<file path="src/rtl/memory_arbiter_if.sv">
// Bundle of the two requesting masters and the synchronous Memory port around memory_arbiter.
//
// Handshake: a master raises mN_req with mN_we/mN_addr/mN_wdata stable and keeps them
// stable until it samples a one-cycle mN_ack (done) or mN_err (timeout) pulse; on that
// edge it drops req or presents its next request. Memory strobes (mem_read/mem_write)
// are single-cycle; Memory answers with the matching mem_sync_*_response pulse.
interface memory_arbiter_if;
    logic        m0_req;
    logic        m1_req;
    logic        m0_we;
    logic        m1_we;
    logic [31:0] m0_addr;
    logic [31:0] m1_addr;
    logic [31:0] m0_wdata;
    logic [31:0] m1_wdata;
    logic        m0_ack;
    logic        m1_ack;
    logic        m0_err;
    logic        m1_err;
    logic [31:0] m0_rdata;
    logic [31:0] m1_rdata;
    logic        busy;
    logic        mem_read;
    logic        mem_write;
    logic [31:0] mem_address;
    logic [31:0] mem_write_data;
    logic [31:0] mem_read_sync;
    logic        mem_sync_read_response;
    logic        mem_sync_write_response;

    // Arbiter side
    modport slave (
        input  m0_req, m1_req, m0_we, m1_we, m0_addr, m1_addr, m0_wdata, m1_wdata,
        input  mem_read_sync, mem_sync_read_response, mem_sync_write_response,
        output m0_ack, m1_ack, m0_err, m1_err, m0_rdata, m1_rdata, busy,
        output mem_read, mem_write, mem_address, mem_write_data
    );

    // Environment side: requesting masters plus the Memory block
    modport master (
        output m0_req, m1_req, m0_we, m1_we, m0_addr, m1_addr, m0_wdata, m1_wdata,
        output mem_read_sync, mem_sync_read_response, mem_sync_write_response,
        input  m0_ack, m1_ack, m0_err, m1_err, m0_rdata, m1_rdata, busy,
        input  mem_read, mem_write, mem_address, mem_write_data
    );
endinterface

</file>
<file path="src/rtl/memory_arbiter.sv">
// Two-master arbiter in front of the shared Memory block. Serialises word accesses into
// single-cycle read/write strobes and routes the synchronous response back as ack/err.
module memory_arbiter #(
    parameter bit ROUND_ROBIN    = 1'b0,
    parameter int TIMEOUT_CYCLES = 16
) (
    input  logic                clk,
    input  logic                reset,
    memory_arbiter_if.slave     bus,
    output logic [1:0]          state_o
);
    typedef enum logic [1:0] {
        IDLE  = 2'd0,
        ISSUE = 2'd1,
        WAIT  = 2'd2
    } state_e;

    localparam int CW = $clog2(TIMEOUT_CYCLES + 1);

    state_e        state_q, state_d;
    logic          grant_q, grant_d;
    logic          last_grant_q, last_grant_d;
    logic          we_q, we_d;
    logic [31:0]   addr_q, addr_d;
    logic [31:0]   wdata_q, wdata_d;
    logic [CW-1:0] cnt_q, cnt_d;
    logic          mem_read_q, mem_read_d;
    logic          mem_write_q, mem_write_d;
    logic          ack0_q, ack0_d, ack1_q, ack1_d;
    logic          err0_q, err0_d, err1_q, err1_d;
    logic [31:0]   rdata0_q, rdata0_d, rdata1_q, rdata1_d;

    logic          req0_eff, req1_eff;
    logic          pick;
    logic          resp_ok;

    // A master whose ack/err is on the bus this cycle is still holding the req of the
    // finished transaction; it only counts as a new request one cycle later.
    assign req0_eff = bus.m0_req & ~ack0_q & ~err0_q;
    assign req1_eff = bus.m1_req & ~ack1_q & ~err1_q;

    // Next-state, grant selection and registered-output next values
    always_comb begin
        state_d      = state_q;
        grant_d      = grant_q;
        last_grant_d = last_grant_q;
        we_d         = we_q;
        addr_d       = addr_q;
        wdata_d      = wdata_q;
        cnt_d        = cnt_q;
        mem_read_d   = 1'b0;
        mem_write_d  = 1'b0;
        ack0_d       = 1'b0;
        ack1_d       = 1'b0;
        err0_d       = 1'b0;
        err1_d       = 1'b0;
        rdata0_d     = rdata0_q;
        rdata1_d     = rdata1_q;
        pick         = 1'b0;
        resp_ok      = 1'b0;

        case (state_q)
            IDLE: begin
                if (req0_eff || req1_eff) begin
                    if (req0_eff && req1_eff) begin
                        pick = ROUND_ROBIN ? ~last_grant_q : 1'b0;
                    end else begin
                        pick = req1_eff;
                    end
                    grant_d      = pick;
                    last_grant_d = pick;
                    we_d         = pick ? bus.m1_we : bus.m0_we;
                    addr_d       = (pick ? bus.m1_addr : bus.m0_addr) & 32'hFFFF_FFFC;
                    wdata_d      = pick ? bus.m1_wdata : bus.m0_wdata;
                    cnt_d        = '0;
                    // Strobe is registered here so it is high for exactly the ISSUE cycle
                    mem_read_d   = ~(pick ? bus.m1_we : bus.m0_we);
                    mem_write_d  = pick ? bus.m1_we : bus.m0_we;
                    state_d      = ISSUE;
                end
            end
            ISSUE: begin
                state_d = WAIT;
            end
            WAIT: begin
                resp_ok = we_q ? bus.mem_sync_write_response : bus.mem_sync_read_response;
                if (resp_ok) begin
                    ack0_d = ~grant_q;
                    ack1_d = grant_q;
                    if (!we_q) begin
                        if (grant_q) rdata1_d = bus.mem_read_sync;
                        else         rdata0_d = bus.mem_read_sync;
                    end
                    state_d = IDLE;
                end else if (cnt_q == CW'(TIMEOUT_CYCLES - 1)) begin
                    err0_d  = ~grant_q;
                    err1_d  = grant_q;
                    state_d = IDLE;
                end else begin
                    cnt_d = cnt_q + 1'b1;
                end
            end
            default: begin
                state_d = IDLE;
            end
        endcase
    end

    // State and output registers; reset aborts any transfer silently
    always_ff @(posedge clk or posedge reset) begin
        if (reset) begin
            state_q      <= IDLE;
            grant_q      <= 1'b0;
            last_grant_q <= 1'b1;
            we_q         <= 1'b0;
            addr_q       <= '0;
            wdata_q      <= '0;
            cnt_q        <= '0;
            mem_read_q   <= 1'b0;
            mem_write_q  <= 1'b0;
            ack0_q       <= 1'b0;
            ack1_q       <= 1'b0;
            err0_q       <= 1'b0;
            err1_q       <= 1'b0;
            rdata0_q     <= '0;
            rdata1_q     <= '0;
        end else begin
            state_q      <= state_d;
            grant_q      <= grant_d;
            last_grant_q <= last_grant_d;
            we_q         <= we_d;
            addr_q       <= addr_d;
            wdata_q      <= wdata_d;
            cnt_q        <= cnt_d;
            mem_read_q   <= mem_read_d;
            mem_write_q  <= mem_write_d;
            ack0_q       <= ack0_d;
            ack1_q       <= ack1_d;
            err0_q       <= err0_d;
            err1_q       <= err1_d;
            rdata0_q     <= rdata0_d;
            rdata1_q     <= rdata1_d;
        end
    end

    assign bus.m0_ack         = ack0_q;
    assign bus.m1_ack         = ack1_q;
    assign bus.m0_err         = err0_q;
    assign bus.m1_err         = err1_q;
    assign bus.m0_rdata       = rdata0_q;
    assign bus.m1_rdata       = rdata1_q;
    assign bus.busy           = (state_q != IDLE);
    assign bus.mem_read       = mem_read_q;
    assign bus.mem_write      = mem_write_q;
    assign bus.mem_address    = addr_q;
    assign bus.mem_write_data = wdata_q;
    assign state_o            = state_q;
endmodule
</file>
<file path="src/flat_wrapper.sv">
// flat-port wrapper written by rule: the top's interface ports become plain ports
module memory_arbiter_flat 
#(
    parameter bit ROUND_ROBIN    = 1'b0,
    parameter int TIMEOUT_CYCLES = 16
)
  (clk, reset, state_o, bus_m0_req, bus_m1_req, bus_m0_we, bus_m1_we, bus_m0_addr, bus_m1_addr, bus_m0_wdata, bus_m1_wdata, bus_mem_read_sync, bus_mem_sync_read_response, bus_mem_sync_write_response, bus_m0_ack, bus_m1_ack, bus_m0_err, bus_m1_err, bus_m0_rdata, bus_m1_rdata, bus_busy, bus_mem_read, bus_mem_write, bus_mem_address, bus_mem_write_data);
  memory_arbiter_if bus_i ();
  input  logic clk;
  input  logic reset;
  output logic [1:0] state_o;
  input wire logic [$bits(bus_i.m0_req)-1:0] bus_m0_req;
  input wire logic [$bits(bus_i.m1_req)-1:0] bus_m1_req;
  input wire logic [$bits(bus_i.m0_we)-1:0] bus_m0_we;
  input wire logic [$bits(bus_i.m1_we)-1:0] bus_m1_we;
  input wire logic [$bits(bus_i.m0_addr)-1:0] bus_m0_addr;
  input wire logic [$bits(bus_i.m1_addr)-1:0] bus_m1_addr;
  input wire logic [$bits(bus_i.m0_wdata)-1:0] bus_m0_wdata;
  input wire logic [$bits(bus_i.m1_wdata)-1:0] bus_m1_wdata;
  input wire logic [$bits(bus_i.mem_read_sync)-1:0] bus_mem_read_sync;
  input wire logic [$bits(bus_i.mem_sync_read_response)-1:0] bus_mem_sync_read_response;
  input wire logic [$bits(bus_i.mem_sync_write_response)-1:0] bus_mem_sync_write_response;
  output wire logic [$bits(bus_i.m0_ack)-1:0] bus_m0_ack;
  output wire logic [$bits(bus_i.m1_ack)-1:0] bus_m1_ack;
  output wire logic [$bits(bus_i.m0_err)-1:0] bus_m0_err;
  output wire logic [$bits(bus_i.m1_err)-1:0] bus_m1_err;
  output wire logic [$bits(bus_i.m0_rdata)-1:0] bus_m0_rdata;
  output wire logic [$bits(bus_i.m1_rdata)-1:0] bus_m1_rdata;
  output wire logic [$bits(bus_i.busy)-1:0] bus_busy;
  output wire logic [$bits(bus_i.mem_read)-1:0] bus_mem_read;
  output wire logic [$bits(bus_i.mem_write)-1:0] bus_mem_write;
  output wire logic [$bits(bus_i.mem_address)-1:0] bus_mem_address;
  output wire logic [$bits(bus_i.mem_write_data)-1:0] bus_mem_write_data;
  assign bus_i.m0_req = bus_m0_req;
  assign bus_i.m1_req = bus_m1_req;
  assign bus_i.m0_we = bus_m0_we;
  assign bus_i.m1_we = bus_m1_we;
  assign bus_i.m0_addr = bus_m0_addr;
  assign bus_i.m1_addr = bus_m1_addr;
  assign bus_i.m0_wdata = bus_m0_wdata;
  assign bus_i.m1_wdata = bus_m1_wdata;
  assign bus_i.mem_read_sync = bus_mem_read_sync;
  assign bus_i.mem_sync_read_response = bus_mem_sync_read_response;
  assign bus_i.mem_sync_write_response = bus_mem_sync_write_response;
  assign bus_m0_ack = bus_i.m0_ack;
  assign bus_m1_ack = bus_i.m1_ack;
  assign bus_m0_err = bus_i.m0_err;
  assign bus_m1_err = bus_i.m1_err;
  assign bus_m0_rdata = bus_i.m0_rdata;
  assign bus_m1_rdata = bus_i.m1_rdata;
  assign bus_busy = bus_i.busy;
  assign bus_mem_read = bus_i.mem_read;
  assign bus_mem_write = bus_i.mem_write;
  assign bus_mem_address = bus_i.mem_address;
  assign bus_mem_write_data = bus_i.mem_write_data;
  memory_arbiter #(.ROUND_ROBIN(ROUND_ROBIN), .TIMEOUT_CYCLES(TIMEOUT_CYCLES)) u_core (.clk(clk), .reset(reset), .bus(bus_i), .state_o(state_o));
endmodule
</file>
<file path="config.mk">
export PLATFORM = sky130hd
export DESIGN_NAME = memory_arbiter_flat
export DESIGN_NICKNAME = d
export VERILOG_FILES = /design/src/rtl/memory_arbiter_if.sv /design/src/rtl/memory_arbiter.sv /design/src/flat_wrapper.sv
export SDC_FILE = /design/constraint.sdc
export NUM_CORES = 1
export LEC_CHECK = 0
export ABC_AREA = 1
export BUFFER_PORTS_ARGS = -buffer_cell sky130_fd_sc_hd__buf_2
export CAP_MARGIN = 30
export CORE_UTILIZATION = 44
export CTS_BUF_LIST = sky130_fd_sc_hd__clkbuf_8
export CTS_CLUSTER_SIZE = 8
export DETAILED_ROUTE_END_ITERATION = 10
export PLACE_DENSITY = 0.84
export SLEW_MARGIN = 5
export SYNTH_ARGS = -nofsm -noshare
export SYNTH_HDL_FRONTEND = slang
export SYNTH_SLANG_ARGS = --single-unit
export TNS_END_PERCENT = 20
</file>
<file path="constraint.sdc">
create_clock -name clk -period 4.6 [get_ports clk]
set_clock_uncertainty 0.15 [all_clocks]
set_input_delay 0.46 -clock clk [delete_from_list [all_inputs] [get_ports clk]]
set_output_delay 0.46 -clock clk [all_outputs]
set_load 0.01 [all_outputs]
</file>
**After elaboration in Yosys (flattened, before gate mapping)**

Cells that the tools add are included.

- Register bits after elaboration: 141
- Logic and storage cells: 72

- Add/subtract/negate cells: 1
- Eq/ne operators: 7
- Multiplexer cells: 29
- Bitwise operators: 11
- Reduce and logical (&&, ||, !) cells: 10

Operators by type and width:

| kind | number |
|---|---|
| 32-bit 2-to-1 mux | 2 |
| 1-bit 2-to-1 mux | 19 |
| 5-bit 2-to-1 mux | 3 |
| 4-bit AND reduction | 3 |
| 5-bit case mux with 2 select lines | 1 |
| 1-bit NOT | 7 |
| 2-bit 2-to-1 mux | 3 |
| 2-bit case mux with 3 select lines | 1 |
| 5-bit by 1-bit adder with 5-bit output, second input constant | 1 |
| 5-bit by 4-bit == test with 1-bit output, second input constant | 1 |
| 1-bit AND | 4 |
| 2-bit != test, second input constant | 2 |
| 2-bit AND reduction | 2 |
| 2-bit nonzero test | 2 |
| 3-bit by 1-bit != test with 1-bit output, second input constant | 1 |
| 2-bit by 1-bit == test with 1-bit output, second input constant | 1 |
| 2-bit == test, second input constant | 1 |
| 2-bit logical NOT | 1 |
| 2-bit by 1-bit != test with 1-bit output, second input constant | 1 |
| 1-bit logical AND | 1 |
| 1-bit logical OR | 1 |

**Longest topological paths before layout**

- Depth after elaboration: 11
- Gate-level depth with buffers: 9
- Gate-level depth less buffers: 9

**Worst setup path after synthesis**

OpenSTA, ideal clock, no wires.

- Path kind: reg2reg
- Start: register u_core.cnt_q[0]
- End: register u_core.cnt_q[0]
- Setup time: 0.065 ns
- Arrival: 1.383 ns
- Data required time: 4.385 ns
- Setup slack: 3.002 ns
- Cell stages (with the launch flop): 10
- Path buffers: 0
- Period minus slack after synthesis: 1.598 ns
- Path through: dfrtp_1 > ha_1 > nand2_1 > nor2_1 > ha_1 > nor2_1 > nand2_1 > nand2_1 > nand2_1 > nand2_1

- Word-level cells in the longest chain between the ends: 4
- Elaborated cells on any way between the ends: 7
- Classes of those cells: add/sub: 1; eq/ne: 2; mux: 3; reduce/logical: 1

Ends and longest elaborated chain:

| item | RTL line | source |
|---|---|---|
| start, declared | memory_arbiter.sv:26 | `logic [CW-1:0] cnt_q, cnt_d;` |
| start signal, assigned | memory_arbiter.sv:134 | `cnt_q <= cnt_d;` |
| 5-bit by 1-bit adder with 5-bit output | memory_arbiter.sv:100 | `cnt_d = cnt_q + 1'b1;` |
| 5-bit 2-to-1 mux | memory_arbiter.sv:95 | `end else if (cnt_q == CW'(TIMEOUT_CYCLES - 1)) begin` |
| 5-bit 2-to-1 mux | memory_arbiter.sv:87 | `if (resp_ok) begin` |
| 5-bit case mux with 2 select lines | memory_arbiter.sv:62 | `case (state_q)` |

Parallel ways exist; a longest one is shown, timed or not. The select of a mux whose other input is x is not followed.
A chain may end at the register's enable or synchronous reset.

**Final worst setup path**

- Start: register u_core.state_q[0], in the netlist u_core.state_o[0]
- End: register u_core.rdata0_q[24], in the netlist u_core.bus.m0_rdata[24]

- Word-level cells in the longest chain between the ends: 2

Ends and longest elaborated chain:

| item | RTL line | source |
|---|---|---|
| start, declared | memory_arbiter.sv:20 | `state_e state_q, state_d;` |
| start signal, assigned | memory_arbiter.sv:128 | `state_q <= state_d;` |
| 2-bit == test | memory_arbiter.sv:62 |  |
| 4-bit AND reduction (no source line) | - |  |
| end signal, assigned | memory_arbiter.sv:141 | `rdata0_q <= rdata0_d;` |
| end, declared | memory_arbiter.sv:31 | `logic [31:0] rdata0_q, rdata0_d, rdata1_q, rdata1_d;` |

No other way between the ends.

==> results.sh <==
export IMPL_post_dp_hpwl_mm=12.7
export IMPL_dpl_cell_area_mm2=0.00805
export IMPL_finish_instance_area_mm2=0.00849
export IMPL_start_util=0.457
export IMPL_p_int_mw=3.17
export IMPL_path_max_fanout=34
export IMPL_drive_gt1_frac=0.308
export IMPL_synthTopCellsByArea="dfrtp_1 55%, nand2_1 25%, nand3_1 7.8%"
export IMPL_dieArea_mm2=0.0151
export IMPL_cts_buffers=17
export IMPL_max_freq_ghz=0.451
export IMPL_pre_cts_slack_ns=1.72
export IMPL_ant_nets=0
export IMPL_setup_viol=0
export IMPL_max_cap_violations=0
export IMPL_wl_mm=17.7
export IMPL_placed_cells=1275
export IMPL_num_vias=6343
export IMPL_vias_per_cell=4.84
export IMPL_ys_ff_latch=141
export IMPL_grt_pass1_vias=6040
export IMPL_cp_required_ns=4.79
export IMPL_power_share_combinational=0.415
export IMPL_yosysTopAreaCell="dfrtp_1"
export IMPL_htreeDepth=4
export IMPL_final_nets=1286
export IMPL_grt_ovfl_total=0
export IMPL_synth_top_area_share=0.547
export IMPL_cellPowerDensity_mw_per_mm2=625
export IMPL_worstMarginPinSlew_ns=0.704
export IMPL_gp_congestion=0.828
export IMPL_num_rows=43
export IMPL_p_sw_frac=0.404
export IMPL_tritoncts="done"
export IMPL_drc=0
export IMPL_clk_latency_ns=0.44
export IMPL_rsz0062_at_grt="false"
export IMPL_setup_slack_ns=2.38
export IMPL_synth_cells=835
export IMPL_die_w_um=123
export IMPL_critical_path_class="reg2reg"
export IMPL_whs_path_depth=3
export IMPL_ios=305
export IMPL_yosysSeqAreaShare=0.547
export IMPL_irDropWorstVdd_mv=0.291
export IMPL_grt_start_max_net_pins=73
export IMPL_final_cells=1310
export IMPL_clk_pin_slew_worst_paths_ns=0.08
export IMPL_post_cts_resized=0
export IMPL_grt_use_total=0.242
export IMPL_synthDistinctLibCells=21
export IMPL_hp_class="in2reg"
export IMPL_syn_avg_cell_area_um2=7.72
export IMPL_fin_crit_ns=2.22
export IMPL_power_leakage_nw=5.18
export IMPL_status="complete, no violations"
export IMPL_worstSetupStartpointType="flop"
export IMPL_clkPwrFrac=0.193
export IMPL_p_seq_frac=0.392
export IMPL_syn_to_final_growth_pct=31.7
export IMPL_wl_per_cell_um=13.5
export IMPL_antenna_found_initial=1
export IMPL_min_period_over_period=0.483
export IMPL_switchingPower_mw=2.15
export IMPL_firstDrtPassIters=5
export IMPL_dieHeight_um=123
export IMPL_drv_slew=0
export IMPL_yosysWarnings=0
export IMPL_finalSetupTns_ns=0
export IMPL_slew_headroom=0.530
export IMPL_drtIter0Drc=448
export IMPL_grt_pass1_wl_mm=28.1
export IMPL_clock_sinks=141
export IMPL_numPortBuffers=298
export IMPL_clock_path_buffers=2
export IMPL_root_buffer="clkbuf_8"
export IMPL_r2r_cells=8
export IMPL_synth_area_mm2=0.00645
export IMPL_hold_violations=0
export IMPL_fin_total_pwr_mw=5.31
export IMPL_cp_end_kind="flop"
export IMPL_arrival_ns=2.41
export IMPL_core_mm2=0.0141
cell usage in the layout (no fill, tap or decap), types with 3 or more instances in the layout:
cell type | synthesis | routed
buf_2 | 22 | 298
buf_4 | 5 | 6
bufinv_16 | 0 | 3
clkbuf_8 | 0 | 19
clkinv_2 | 0 | 4
clkinvlp_4 | 0 | 3
dfrtp_1 | 141 | 141
inv_1 | 45 | 46
nand2_1 | 434 | 434
nand3_1 | 101 | 101
nor2_1 | 16 | 15
o21ai_1 | 34 | 34
power groups by stage:
stage	combinational, mW	sequential (mW)	clock, mW
5_1_grt	2.48	2.15	1.10
4_1_cts	2.23	2.08	1.05
6_report	2.20	2.08	1.02
3_5_place_dp	2.23	2.09	0
2_1_floorplan	1.04	2.34	0
3_3_place_gp	2.13	2.08	0
stage by stage:
step | hold WS (ns) | utilization
after floorplan | 0.326 | -
after global placement | 0.299 | 0.565
after detailed placement | 0.303 | 0.571
after CTS | 0.0699 | 0.601
after global routing | 0.0828 | 0.602
final | 0.102 | 0.602
sequential cells by signal, summed over array words and instances, names as in the netlist, 2 cells and up:
signal                     count
u_core.bus.m0_rdata           32
u_core.bus.m1_rdata           32
u_core.bus.mem_address        30
u_core.bus.mem_write_data     32
u_core.cnt_q                   5
u_core.state_o                 2
repair_timing:
action,4_1_cts,5_1_grt
hold buffers,1,0
endpoints found under the hold margin,51,0
buffers inserted,0,0
per-layer routing:
layer	GRT usage	routed length [µm]
met4	0.130	692
met2	0.399	8660
met3	0.0669	1090
met5	0	0
met1	0.288	7300
final timing paths:
| kind | to | slack, ns | start |
|---|---|---|---|
| max reg2reg | u_core.bus.m0_rdata[24] | 2.38 | u_core.state_o[0] |
| max | u_core.bus.m0_rdata[24] | 2.38 | u_core.state_o[0] |
| min | u_core.bus.m0_rdata[14] | 0.10 | bus_mem_read_sync[14] |
| min in group asynchronous | u_core.bus.m0_rdata[3] | 0.45 | reset |
| max in group asynchronous | u_core.bus.mem_address[21] | 3.06 | reset |
| min reg2reg | u_core.bus.m0_rdata[9] | 0.32 | u_core.bus.m0_rdata[9] |
critical path, cell delays in order (launching register included):
cell     delay [ns]
dfrtp_1        0.39
inv_1          0.07
nand2_1        0.17
nor2_4         0.15
buf_4          0.35
nand2_1        0.39
buf_16         0.29
nand2_1        0.07
nand2_1        0.05
cells by family after synthesis:
| logic type | after synthesis | synth area share |
|---|---|---|
| AOI/OAI and AO/OA | 36 | 0.0285 |
| adders and majority gates | 2 | 0.00388 |
| buffers and inverters | 95 | 0.0672 |
| DFF | 141 | 0.547 |
| other | 1 | 0.000582 |
| and+or+nand+nor | 560 | 0.352 |
synth_stat cells, drive strengths merged:
library cell / n
dfrtp: 141
o21ai: 35
a21oi: 1
clkbuf: 11
buf: 38
nand3b: 2
inv: 46
nor2: 18
nor3: 2
conb: 1
nand2: 436
ha: 2
nand3: 102
cell type report:
cell class | instances | area (µm²)
Inverter | 46 | 178
Clock buffer | 19 | 262
Fill cell | 1287 | 5600
Clock inverter | 13 | 149
Multi-Input combinational cell | 600 | 2490
Timing Repair Buffer | 310 | 1660
Tap cell | 180 | 225
Antenna cell | 1 | 2.50
Sequential cell | 141 | 3530
Power figures use the tool's default switching activity.
